<file path="config.mk">
export PLATFORM = sky130hd
export DESIGN_NAME = ip_msxbus_initiator
export DESIGN_NICKNAME = d
export VERILOG_FILES = /design/src/rtl/ip_msxbus_initiator.sv
export SDC_FILE = /design/constraint.sdc
export NUM_CORES = 1
export LEC_CHECK = 0
export ABC_AREA = 1
export CAP_MARGIN = 10
export CORE_ASPECT_RATIO = 2
export CORE_UTILIZATION = 35
export DETAILED_ROUTE_END_ITERATION = 10
export GPL_TIMING_DRIVEN = 0
export PLACE_DENSITY = 0.76
export REMOVE_ABC_BUFFERS = 1
export SLEW_MARGIN = 25
export SYNTH_ARGS = -nofsm -noshare
export SYNTH_HDL_FRONTEND = slang
export SYNTH_SLANG_ARGS = --single-unit
export TNS_END_PERCENT = 20
</file>
<file path="constraint.sdc">
create_clock -name clk -period 2.6 [get_ports clk]
set_clock_uncertainty 0.1 [all_clocks]
set_input_delay 0.78 -clock clk [delete_from_list [all_inputs] [get_ports clk]]
set_output_delay 0.78 -clock clk [all_outputs]
set_load 0.02 [all_outputs]
</file>
<file path="src/rtl/ip_msxbus_initiator.sv">
// MSX/Z80 bus-cycle initiator: T1, T2, TW*, T3 with each T-state lasting CLK_DIV clk cycles.
// Optional wait timeout (adds output timeout) is enabled by defining MSXBUS_INITIATOR_TIMEOUT_EN.
module ip_msxbus_initiator #(
    parameter int unsigned CLK_DIV = 24
) (
    input  logic        clk,
    input  logic        reset,
    input  logic        req,
    input  logic        wr,
    input  logic        is_io,
    input  logic [15:0] address,
    input  logic [7:0]  wdata,
    output logic        busy,
    output logic        ack,
    output logic [7:0]  rdata,
    output logic [15:0] adr,
    output logic [7:0]  o_data,
    input  logic [7:0]  i_data,
    output logic        is_output,
    output logic        n_sltsl,
    output logic        n_mereq,
    output logic        n_ioreq,
    output logic        n_rd,
    output logic        n_wr,
    input  logic        n_wait
`ifdef MSXBUS_INITIATOR_TIMEOUT_EN
    ,
    output logic        timeout
`endif
);
    localparam int unsigned CW = (CLK_DIV > 1) ? $clog2(CLK_DIV) : 1;
    localparam logic [CW-1:0] T_LAST = CW'(CLK_DIV - 1);

    typedef enum logic [2:0] {IDLE, T1, T2, TW, T3} state_t;

    state_t        state_q, state_d;
    logic [CW-1:0] cnt_q, cnt_d;
    logic          wr_q, io_q;
    logic [1:0]    sync_q;
    logic          wait_s, t_end, accept, cur_wr, cur_io, force_t3, strb;
    logic          busy_d, ack_d, is_output_d;
    logic          n_sltsl_d, n_mereq_d, n_ioreq_d, n_rd_d, n_wr_d;
    logic [7:0]    rd_value;

    assign wait_s = sync_q[1];
    assign t_end  = (cnt_q == T_LAST);
    assign accept = (state_q == IDLE) && req;
    // Attributes of the cycle being entered: fresh inputs on acceptance, latched copies otherwise.
    assign cur_wr = accept ? wr : wr_q;
    assign cur_io = accept ? is_io : io_q;

`ifdef MSXBUS_INITIATOR_TIMEOUT_EN
    logic [9:0] tw_cnt_q, tw_cnt_d;
    logic       to_q, to_d;

    assign force_t3 = (state_q == TW) && t_end && !wait_s && (tw_cnt_q == 10'd1023);
    assign rd_value = to_d ? 8'hFF : i_data;

    // Count completed consecutive wait states; remember a forced exit until IDLE.
    always_comb begin
        tw_cnt_d = tw_cnt_q;
        to_d     = to_q;
        if (state_d != TW)                 tw_cnt_d = '0;
        else if ((state_q == TW) && t_end) tw_cnt_d = tw_cnt_q + 10'd1;
        if (state_q == IDLE) to_d = 1'b0;
        else if (force_t3)   to_d = 1'b1;
    end

    always_ff @(posedge clk) begin
        if (reset) begin
            tw_cnt_q <= '0;
            to_q     <= 1'b0;
            timeout  <= 1'b0;
        end else begin
            tw_cnt_q <= tw_cnt_d;
            to_q     <= to_d;
            timeout  <= ack_d && to_d;
        end
    end
`else
    assign force_t3 = 1'b0;
    assign rd_value = i_data;
`endif

    // State register and T-state counter.
    always_ff @(posedge clk) begin
        if (reset) begin
            state_q <= IDLE;
            cnt_q   <= '0;
            sync_q  <= 2'b11;
        end else begin
            state_q <= state_d;
            cnt_q   <= cnt_d;
            sync_q  <= {sync_q[0], n_wait};
        end
    end

    // Next state: I/O cycles always take one TW before the wait sample applies.
    always_comb begin
        state_d = state_q;
        cnt_d   = cnt_q;
        if (state_q == IDLE) begin
            cnt_d = '0;
            if (req) state_d = T1;
        end else if (t_end) begin
            cnt_d = '0;
            unique case (state_q)
                T1:      state_d = T2;
                T2:      state_d = (io_q || !wait_s) ? TW : T3;
                TW:      state_d = (wait_s || force_t3) ? T3 : TW;
                T3:      state_d = IDLE;
                default: state_d = IDLE;
            endcase
        end else begin
            cnt_d = cnt_q + CW'(1);
        end
    end

    // Output decode from the next state so every output is a plain register.
    always_comb begin
        strb        = (state_d == T2) || (state_d == TW) || (state_d == T3);
        busy_d      = (state_d != IDLE);
        ack_d       = (state_d == T3) && (cnt_d == T_LAST);
        is_output_d = busy_d && cur_wr;
        n_rd_d      = !(strb && !cur_wr);
        n_wr_d      = !(strb && cur_wr);
        n_ioreq_d   = !(strb && cur_io);
        n_mereq_d   = !(strb && !cur_io);
        n_sltsl_d   = !(strb && !cur_io);
    end

    always_ff @(posedge clk) begin
        if (reset) begin
            busy      <= 1'b0;
            ack       <= 1'b0;
            rdata     <= 8'hFF;
            adr       <= 16'h0000;
            o_data    <= 8'h00;
            is_output <= 1'b0;
            n_sltsl   <= 1'b1;
            n_mereq   <= 1'b1;
            n_ioreq   <= 1'b1;
            n_rd      <= 1'b1;
            n_wr      <= 1'b1;
            wr_q      <= 1'b0;
            io_q      <= 1'b0;
        end else begin
            busy      <= busy_d;
            ack       <= ack_d;
            is_output <= is_output_d;
            n_sltsl   <= n_sltsl_d;
            n_mereq   <= n_mereq_d;
            n_ioreq   <= n_ioreq_d;
            n_rd      <= n_rd_d;
            n_wr      <= n_wr_d;
            if (accept) begin
                adr    <= address;
                o_data <= wdata;
                wr_q   <= wr;
                io_q   <= is_io;
            end
            if (ack_d && !cur_wr) rdata <= rd_value;
        end
    end
endmodule
</file>
# [Word-level counts from Yosys, hierarchy flattened]
# Cells that the tools add are included.
[classes] eq_ne=8 mux=10 n_reduce_logical=20 add_sub_neg=1
[op_table] op="two-way mux 3 bit" n=5
[op_table] op="== test 3 x 2 -> 1 bit, second input constant" n=4
[op_table] op="== test 5 bit, second input constant" n=2
[op_table] op="two-way mux 5 bit" n=2
[op_table] op="one-hot mux 3 bit (3 select lines)" n=1
[op_table] op="logical AND 1 bit" n=8
[op_table] op="zero test 1 bit" n=7
[op_table] op="adder 5 x 1 -> 5 bit, second input constant" n=1
[op_table] op="== test 3 x 1 -> 1 bit, second input constant" n=1
[op_table] op="== test 3 bit, second input constant" n=1
[op_table] op="zero test 3 bit" n=1
[op_table] op="logical OR 1 bit" n=3
[op_table] op="nonzero test 3 bit" n=1
[op_table] op="two-way mux 1 bit" n=2
[totals] output_inout_bits=40 wordCells=54 input_bits=38 regBits=51

# [Longest topological paths before layout]
[logic_depth] depth_word=11 mapped_depth=12 mapped_depth_nobuf=11

# [Worst setup path after synthesis]
# Ideal clock, no wire load.
[synth_timing] path_kind="input to register" startpoint="in req" endpoint="reg n_wr" t_required_ns=2.379 path_buffers=2 t_arrival_ns=1.530 slack_ns=0.849 path_stages=8 path_cell_list="nand3_4 -> buf_6 -> nand3_2 -> nor2_4 -> buf_6 -> nand2_4 -> nand2_2 -> nand2_1"
[synth_between] elab_chain_cells=7
[synth_lines] item="start, declared" line="8" source="input logic req,"
[synth_lines] item="two-way mux 3 bit" line="104" source="if (req) state_d = T1;"
[synth_lines] item="two-way mux 3 bit" line="102" source="if (state_q == IDLE) begin"
[synth_lines] item="== test 3 x 2 -> 1 bit" line="121" source="strb = (state_d == T2) || (state_d == TW) || (state_d == T3);"
[synth_lines] item="logical OR 1 bit (2 in a row)" line="121"
[synth_lines] item="logical AND 1 bit *" line="126" source="n_wr_d = !(strb && cur_wr);"
[synth_lines] item="zero test 1 bit *" line="126"
[synth_lines] item="end signal, assigned" line="155" source="n_wr <= n_wr_d;"
[synth_lines] item="end, declared" line="24" source="output logic n_wr,"
# Every way passes the cells marked *; elsewhere a longest branch is shown, timed or not.
# A chain may end at the register's enable or synchronous reset.

# [Worst setup path in the final report]
[layout_timing] startpoint="in req" endpoint="reg rdata[4]"
[layout_between] elab_chain_cells=5
[layout_lines] item="two-way mux 3 bit" line="104"
[layout_lines] item="two-way mux 3 bit" line="102"
[layout_lines] item="== test 3 bit" line="123" source="ack_d = (state_d == T3) && (cnt_d == T_LAST);"
[layout_lines] item="logical AND 1 bit" line="123"
[layout_lines] item="logical AND 1 bit *" line="162" source="if (ack_d && !cur_wr) rdata <= rd_value;"
[layout_lines] item="end signal, assigned" line="162"
[layout_lines] item="end, declared" line="15" source="output logic [7:0] rdata,"
# Marked as above.

==> out/metrics.csv <==
stage;metric;value;unit
status;run_status;finished clean;
global_route;antenna_found_initial;0;
sta;tightest_slew;0.667;ns
synthesis;ys_types;28;
floorplanning;placementRows;38;
worst_setup_path;cp.required;2.70;ns
clock_network;cts_tree;done;
sta;grt_setup_unrepaired;no;
power;p_leak;1.18;nW
clock_network;root_buffer;clkbuf_8;
run;maxCapViolCount;0;
layout;antenna_cells;0;
placed_design;hpwlAfterDp;3240;um
floorplanning;ios;78;
power;powerDensity;535;mW/mm2
routing;wl_per_cell;11.6;um
sta;finalHoldViolations;0;
global_route;grt_overflow;0;
clock_network;ctsResizeCount;0;
floorplanning;start_util;0.368;
worst_setup_path;cp.arrival;2.43;ns
power;p_total;0.00155;W
synthesis;yosysTopAreaCell;dfxtp_1;
worst_setup_path;slowest_delay;0.51;ns
synthesis;synth_top_cells_by_area;dfxtp_1, nand2_1, a21oi_1, nand4_1, nand3_1;
worst_setup_path;critical_path_buf_inv_count;1;
routing;wl;4370;um
global_route;gr-usage-all-layers;0.149;
clock_network;clk_latency;0.30;ns
synthesis;ys.flop_type;dfxtp_1;
synthesis;synth_enable_flop_cells;0;
synthesis;syn_inst;245;
worst_hold_path;hold_path_class;reg2reg;
placed_design;numPlacedInstances;371;
synthesis;synth_most_common_cell;nand2_1;
sta;setup_ws;0.271;ns
layout;drive_gt1_frac;0.113;
floorplanning;core-area;0.00552;mm2
synthesis;synth_async_sr_flop_share;0;
floorplanning;die_w;55.8;um
layout;finish.utilization;0.526;
clock_network;postCtsSetupBuffers;0;
worst_setup_path;cp_max_fo;30;
layout;nNetsFinal;357;
synthesis;ys_top_cells_by_count;nand2_1, dfxtp_1, a21oi_1;
worst_setup_path;crit_family;simple AND/OR/NAND/NOR gates;
synthesis;netlist_area;0.00203;mm2
global_route;grt_pass1_vias;1758;
layout;fin_area;0.00290;mm2
worst_setup_path;path_depth;8;
routing;drt_iter0_drc;36;
clock_network;cts_max_level;2;
clock_network;ctsHoldBuffers;0;
sta;setup_viol;0;
synthesis;synth_seq_cells;51;
sta;fmax;429;MHz
routing;via_per_inst;4.76;
global_route;grt_pass1_wl;7280;um
global_route;grt_max_degree;37;
routing;drc;0;
worst_setup_path;endpoint_kind;flop;
worst_setup_path;crit_slowest_cell;clkdlybuf4s50_1;
routing;vias;1798;
clock_network;clkSinkCount;51;
clock_network;numCtsBuffers;5;
placed_design;gp_congestion;0.784;
routing;dr.pass1.iters;5;
layout;final_cell_count_no_fill;378;
sta;period_share;0.896;
clock_network;cts.clk_slew.worst_paths;0.10;ns
synthesis;ys_seq_area_frac;0.503;
worst_setup_path;crit_chain;clkdlybuf4s50_1 -> nand3_4 -> nand2_1 -> o21ai_4 -> nor2_8 -> nand3_4 -> nand2_1 -> nand3_1;
floorplanning;die_area;0.00613;mm2
floorplanning;die_h;110;um
worst_setup_path;startpoint_type;primary input;
synthesis;syn_area_per_cell;8.28;um2
routing;ant_nets;0;
worst_hold_path;hold_depth;1;
placed_design;place_area;0.00281;mm2
sta;slew_headroom;0.555;
sta;layout_min_cycle_time;2.33;ns
power;max-vdd-ir-drop;0.000503;V
worst_setup_path;critical_path_class;in2reg;
clock_network;clock_path_buffers;2;
placed_design;io_buffers;77;
synthesis;yosysWarnings;0;
placed_design;pre_cts_slack;-0.118;ns
layout;syn_to_final_growth;42.8;%
synthesis;synth_top_area_share;0.503;
sta;maxSlewViolCount;0;
worst_setup_path;r2r_cells;8;
==> placed cells by master (no fill, tap or decap), types with 4 or more instances in the layout <==
cell type,synthesis,layout
inv_2,5,5
a21oi_1,25,25
nand2_1,82,82
nand3_1,12,12
nor2_4,4,4
inv_1,10,10
nand4_1,10,10
dfxtp_1,51,51
nor2_1,10,10
clkdlybuf4s50_1,0,76
clkbuf_8,0,6
==> cell families (layout without fill, tap and decap cells) <==
| logic type | count (synthesis) | after routing | share of synthesized area |
|---|---|---|---|
| buffers and inverters | 27 | 100 | 0.0604 |
| flip-flops | 51 | 51 | 0.503 |
| AO/OA/AOI/OAI | 28 | 28 | 0.0752 |
| AND/OR/NAND/NOR | 137 | 137 | 0.351 |
| XOR/XNOR | 1 | 1 | 0.00432 |
| adder cells (fa/ha/maj) | 1 | 1 | 0.00616 |
==> per-stage QoR <==
step	setup TNS [ns]	hold slack (ns)
6_report	0	0.319
5_1_grt	0	0.335
4_1_cts	0	0.329
3_5_place_dp	-0.897	0.296
3_3_place_gp	-7.32	0.294
2_1_floorplan	0	0.289
==> sequential cells by signal (all words and copies together) (netlist names) <==
signal	cells
state_q	3
wr_q	1
adr	16
is_output	1
n_ioreq	1
cnt_q	5
busy	1
rdata	8
io_q	1
sync_q	2
ack	1
n_mereq	1
o_data	8
n_wr	1
n_rd	1
==> final cells by class <==
cell class	count	area (um2)
clock buffer	6	82.6
clock inverter	1	8.76
multi-input combinational	167	886
timing repair buffer	77	766
tap	60	75.1
sequential	51	1020
inverter	16	60.1
fill	544	2620
==> path summary, 6_finish.rpt <==
path                                           start                    end  slack, ns
worst max register to register   cnt_q[0]$_SDFF_PP0_  rdata[4]$_SDFFE_PP1P_       0.70
worst max-delay path                             req  rdata[4]$_SDFFE_PP1P_       0.27
worst min-delay path            sync_q[0]$_SDFF_PP1_   sync_q[1]$_SDFF_PP1_       0.32
worst min register to register  sync_q[0]$_SDFF_PP1_   sync_q[1]$_SDFF_PP1_       0.32
==> power by group <==
part           leakage [nW]  switching, W  internal, W
registers             0.417     0.0000159     0.000813
clock network        0.0477      0.000256     0.000214
logic                 0.715      0.000129     0.000121
total                  1.18      0.000401      0.00115
==> per-layer routing <==
metal / global-route usage / vias up / wire length [um]
li1: - / 924 / -
met1: 0.141 / 815 / 1590
met2: 0.297 / 52 / 2470
met3: 0.0388 / 7 / 234
met4: 0.0592 / 0 / 83
met5: 0 / - / 0
No activity file was read; power rests on OpenSTA's default activity.
